==> src/rtl/xrnic_result_checker_timer.sv <==
// xrnic_chk_timer: loadable down-counter that saturates at zero; expired is
// high whenever the count is zero.
module xrnic_chk_timer #(
    parameter int TMO_W = 32
) (
    input  logic             clk,
    input  logic             rst,
    input  logic             load,
    input  logic [TMO_W-1:0] load_val,
    input  logic             en,
    output logic             expired
);

    logic [TMO_W-1:0] cnt_q;
    logic [TMO_W-1:0] cnt_d;

    always_comb begin
        cnt_d = cnt_q;
        if (load) begin
            cnt_d = load_val;
        end else if (en && (cnt_q != '0)) begin
            cnt_d = cnt_q - 1'b1;
        end
    end

    always_ff @(posedge clk or posedge rst) begin
        if (rst) begin
            cnt_q <= '0;
        end else begin
            cnt_q <= cnt_d;
        end
    end

    assign expired = (cnt_q == '0);

endmodule

==> config.mk <==
export PLATFORM = sky130hd
export DESIGN_NAME = xrnic_chk_timer
export DESIGN_NICKNAME = d
export VERILOG_FILES = /design/src/rtl/xrnic_result_checker_timer.sv
export SDC_FILE = /design/constraint.sdc
export NUM_CORES = 1
export LEC_CHECK = 0
export CAP_MARGIN = 20
export CORE_UTILIZATION = 62
export CTS_CLUSTER_SIZE = 20
export DETAILED_ROUTE_END_ITERATION = 10
export DONT_BUFFER_PORTS = 1
export HOLD_SLACK_MARGIN = 0.03
export PLACE_DENSITY = 0.78
export SLEW_MARGIN = 30
export SYNTH_ARGS = -nofsm -noshare
export SYNTH_HDL_FRONTEND = slang
export SYNTH_SLANG_ARGS = --single-unit
==> constraint.sdc <==
create_clock -name clk -period 2.25 [get_ports clk]
set_input_delay 0.3375 -clock clk [delete_from_list [all_inputs] [get_ports clk]]
set_output_delay 0.3375 -clock clk [all_outputs]
set_load 0.02 [all_outputs]
## Word-level counts from Yosys, hierarchy flattened

Index checks and enable logic that the tools add are counted.

- Add/sub/neg operators: 1
- Mux-type cells: 2
- Reductions and logical operators: 4

Operators with widths:

| operator | number |
|---|---|
| 2-to-1 mux 32 bit | 2 |
| logical NOT 32 bit | 1 |
| nonzero test 32 bit | 1 |
| subtractor 32 x 1 -> 32 bit (second input constant) | 1 |
| nonzero test 2 bit | 1 |
| logical AND 1 bit | 1 |

- Bits in registers: 32
- Bits of input ports: 36

## Longest topological paths before layout

- Depth in word-level cells: 4
- Mapped depth: 8

## Worst setup path after synthesis

OpenSTA, ideal clock, no wires.

- Path type: reg-to-reg
- From: register cnt_q[21]
- To: register cnt_q[6]
- Library setup time: 0.082 ns
- Data arrival time: 2.167 ns
- Data required time: 2.168 ns
- Path slack: 0.001 ns
- Cell stages (with the launch flop): 6
- Path buffers: 0
- Cells stage by stage: dfrtp_1 > nor4_2 > nand4b_1 > nor3_1 > o21ai_0 > a31oi_1

- Longest elaborated chain between the ends: 3

RTL lines:

| item | RTL line | source |
|---|---|---|
| from (decl) | 14 | `logic [TMO_W-1:0] cnt_q;` |
| from (signal assigned) | 30 | `cnt_q <= cnt_d;` |
| nonzero test 32 bit | 21 | `end else if (en && (cnt_q != '0)) begin` |
| logical AND 1 bit | 21 |  |
| nonzero test 2 bit (no source line) | -- |  |

Every way passes these cells.
A chain may end at the register's enable or synchronous reset.

## Final worst setup path

- From: register cnt_q[2]
- To: output expired

- Longest elaborated chain between the ends: 1

RTL lines:

| item | RTL line | source |
|---|---|---|
| logical NOT 32 bit | 34 | `assign expired = (cnt_q == '0);` |
| to (decl) | 11 | `output logic expired` |

Every way passes these cells.

==> flow_summary.json <==
{
  "layout-drive-gt1-share_pct": 24.6,
  "numCtsBuffers": 5,
  "yosys_warnings": 0,
  "netlist.area_leader.share_pct": 36.8,
  "postSynthAreaPerCell_um2": 9.62,
  "slew_at_the_pin_closest_to_its_max_slew_limit_ns": 0.484,
  "cp_data_required_time_ns": 1.91,
  "grt_setup_unrepaired": "yes",
  "wl_per_cell_um": 17.3,
  "synth_common_cells": "32 x dfrtp_1, 20 x nand2_1, 18 x nor2_1, 15 x o21ai_0, 14 x xnor2_1",
  "post_synth_num_cell_types": 53,
  "vdd.ir_drop.worst_mv": 0.275,
  "ys_async_sr_fraction_pct": 100,
  "max_clock_freq_ghz": 0.455,
  "period_share_pct": 97.7,
  "worstSkewPairLatency_ns": 0.35,
  "initial_utilization_pct": 65.1,
  "grt_antenna_before_repair": 0,
  "main_combinational_cell_family_by_area_after_synthesis": "simple AND/OR/NAND/NOR gates",
  "cts.clk_slew.worst_paths_ns": 0.10,
  "synth_top_area_cell": "dfrtp_1",
  "place_area_mm2": 0.00229,
  "worstHoldPathType": "in -> reg",
  "drt_first_iter_violations": 116,
  "grt-busiest-layer": "met2",
  "muxShareOfSynthArea_pct": 4.61,
  "crit_path_start_kind": "register",
  "grtUsageMet2_pct": 49.7,
  "timing.final.max_slew_violations": 0,
  "core_footprint_mm2": 0.00334,
  "yosysMostFrequentCell": "dfrtp_1",
  "synth_flop_cell": "dfrtp_1",
  "fp.dieArea_mm2": 0.00375,
  "synth_fp_nets": 263,
  "gp_congestion": 0.898,
  "grt_overflow": 0,
  "stdcell_area_mm2": 0.00241,
  "clock-sinks": 32,
  "global_route.usage.met1_pct": 35.7,
  "grt_start_max_net_pins": 36,
  "synth-edff-count": 0,
  "grt_first_pass_wirelength_um": 8040,
  "htree_levels": 2,
  "drt-vias-per-instance": 6.41,
  "drtPass1Iterations": 4,
  "final_report_hold_violation_count": 0,
  "via_count_of_the_first_global_routing_pass": 1800,
  "finish.utilization_pct": 72.3,
  "criticalPathCategory": "reg -> out",
  "final_net_count": 281,
  "layout_min_cycle_time_ns": 2.20,
  "register_name_with_the_most_flops": "cnt_q",
  "drcViolationCount": 0,
  "ioPinCount": 37,
  "tritoncts": "done",
  "synth.ff_latch_count": 32,
  "netlist_top_cells_area": "dfrtp_1 37%, xnor2_1 5.6%, mux2_2 4.1%",
  "floorplan.die.height_um": 61.2,
  "row_count": 21,
  "groute.usage.overall_pct": 29.7,
  "slew_headroom_pct": 66.9,
  "synth_compound_gate_area_share_pct": 17.8,
  "post_synth_fa_ha_maj_area_fraction_pct": 0.576,
  "synthCells": 226,
  "dp.final_hpwl_um": 3720,
  "cp_max_fo": 5,
  "synth_area_mm2": 0.00217,
  "yosys.area_share.simple_pct": 27.9,
  "max_cap_violations": 0,
  "power_per_cell_area_mw_per_mm2": 523,
  "final_wirelength_um": 5030,
  "clk_root_buffer_cell": "clkbuf_4",
  "largest_register_ffs": 32,
  "p_leak_nw": 0.909,
  "numPortBuffers": 0,
  "route.vias.total": 1860,
  "final_antenna_net_count": 0,
  "area.growth.synth_to_final_pct": 11.0,
  "groute.layer.met3.usage_pct": 6.09,
  "finalSetupViolations": 0,
  "cts.path.max_buffers": 2,
  "diodes": 0,
  "arrival_ns": 1.86,
  "clock_skew_ns": 0.0124,
  "critical_path.endpoint_type": "output port",
  "floorplan.die.width_um": 61.2,
  "yosys.area_share.xor_xnor_pct": 7.66,
  "ys_seq_area_share_pct": 36.8,
  "layout_top_registers": "cnt_q: 32 flops",
  "run_status": "complete, no violations"
}
-- cells in the final DEF (no fill, tap or decap), types with 3 or more instances in the layout --
cell and count:
dfrtp_1 30, buf_4 22, nand2_1 20, nor2_1 18
o21ai_0 15, xnor2_1 14, a31oi_1 11, mux2_2 8
or3_1 6, nor3_1 5, nor4_2 5, nand3_1 5
xor2_1 5, clkbuf_4 5, nand4_1 4, or2_2 4
inv_1 4, nor4_1 4, a211oi_1 3, o21ai_1 3
-- through the flow --
step | hold slack (ns) | setup TNS [ns] | power (mW) | worst slack, ns | cells
3_3_place_gp | 0.332 | 0 | 0.924 | 0.118 | 278
2_1_floorplan | 0.454 | 0 | 0.887 | 0.000920 | 226
6_report | 0.0825 | 0 | 1.26 | 0.0525 | 290
4_1_cts | 0.0767 | 0 | 1.25 | 0.0516 | 288
5_1_grt | 0.0688 | -0.0132 | 1.33 | -0.00935 | 290
3_5_place_dp | 0.341 | 0 | 0.942 | 0.0626 | 278
-- critical path: stages (launching register included) --
cell	delay [ns]
dfrtp_1	0.47
nor3_2	0.28
buf_4	0.17
nand3_1	0.18
nor3_1	0.23
buf_4	0.19
-- worst paths after layout --
path | startpoint | end | slack, ns | cells after the start
min in group asynchronous | rst | cnt_q[6] | 0.51 | 3
min reg2reg | cnt_q[13] | cnt_q[13] | 0.58 | 2
max reg2reg | cnt_q[7] | cnt_q[13] | 0.10 | 4
min | load | cnt_q[20] | 0.08 | 1
max in group asynchronous | rst | cnt_q[8] | 1.44 | 3
max | cnt_q[2] | expired | 0.05 | 5
-- metal layers --
metal / share of wire (%) / vias to the layer above
li1: - / 895
met5: 0 / -
met2: 50 / 51
met3: 5.3 / 15
met1: 42 / 899
met4: 2.7 / 0
-- timing repair --
action / CTS / global route
endpoints found under the setup margin: 1 / 4
pin swaps: 3 / 2
hold buffers: 1 / 0
buffers inserted: 2 / 2
resized for setup: 2 / 7
hold endpoints to repair: 32 / 0
-- power breakdown --
part / total, mW / internal, mW / switching [mW]
sequential: 0.721 / 0.633 / 0.0885
clock: 0.312 / 0.115 / 0.197
combinational: 0.227 / 0.119 / 0.108
-- layout make-up --
type / instances / area [µm²]
clock buffers: 6 / 41.3
well taps: 46 / 57.6
multi-input cells: 176 / 1300
inverters: 5 / 18.8
clock inverters: 1 / 5.00
fillers: 263 / 925
flip-flops and latches: 32 / 803
repair buffers: 24 / 186
-- cell families after synthesis --
| kind of cell | count (synthesis) |
|---|---|
| adders and majority gates | 1 |
| xor gates and xnor gates | 19 |
| and+or+nand+nor | 94 |
| buffers and inverters | 18 |
| muxes | 9 |
| DFF | 32 |
| AOI/OAI and AO/OA | 53 |
No activity file was read; power rests on OpenSTA's default activity.
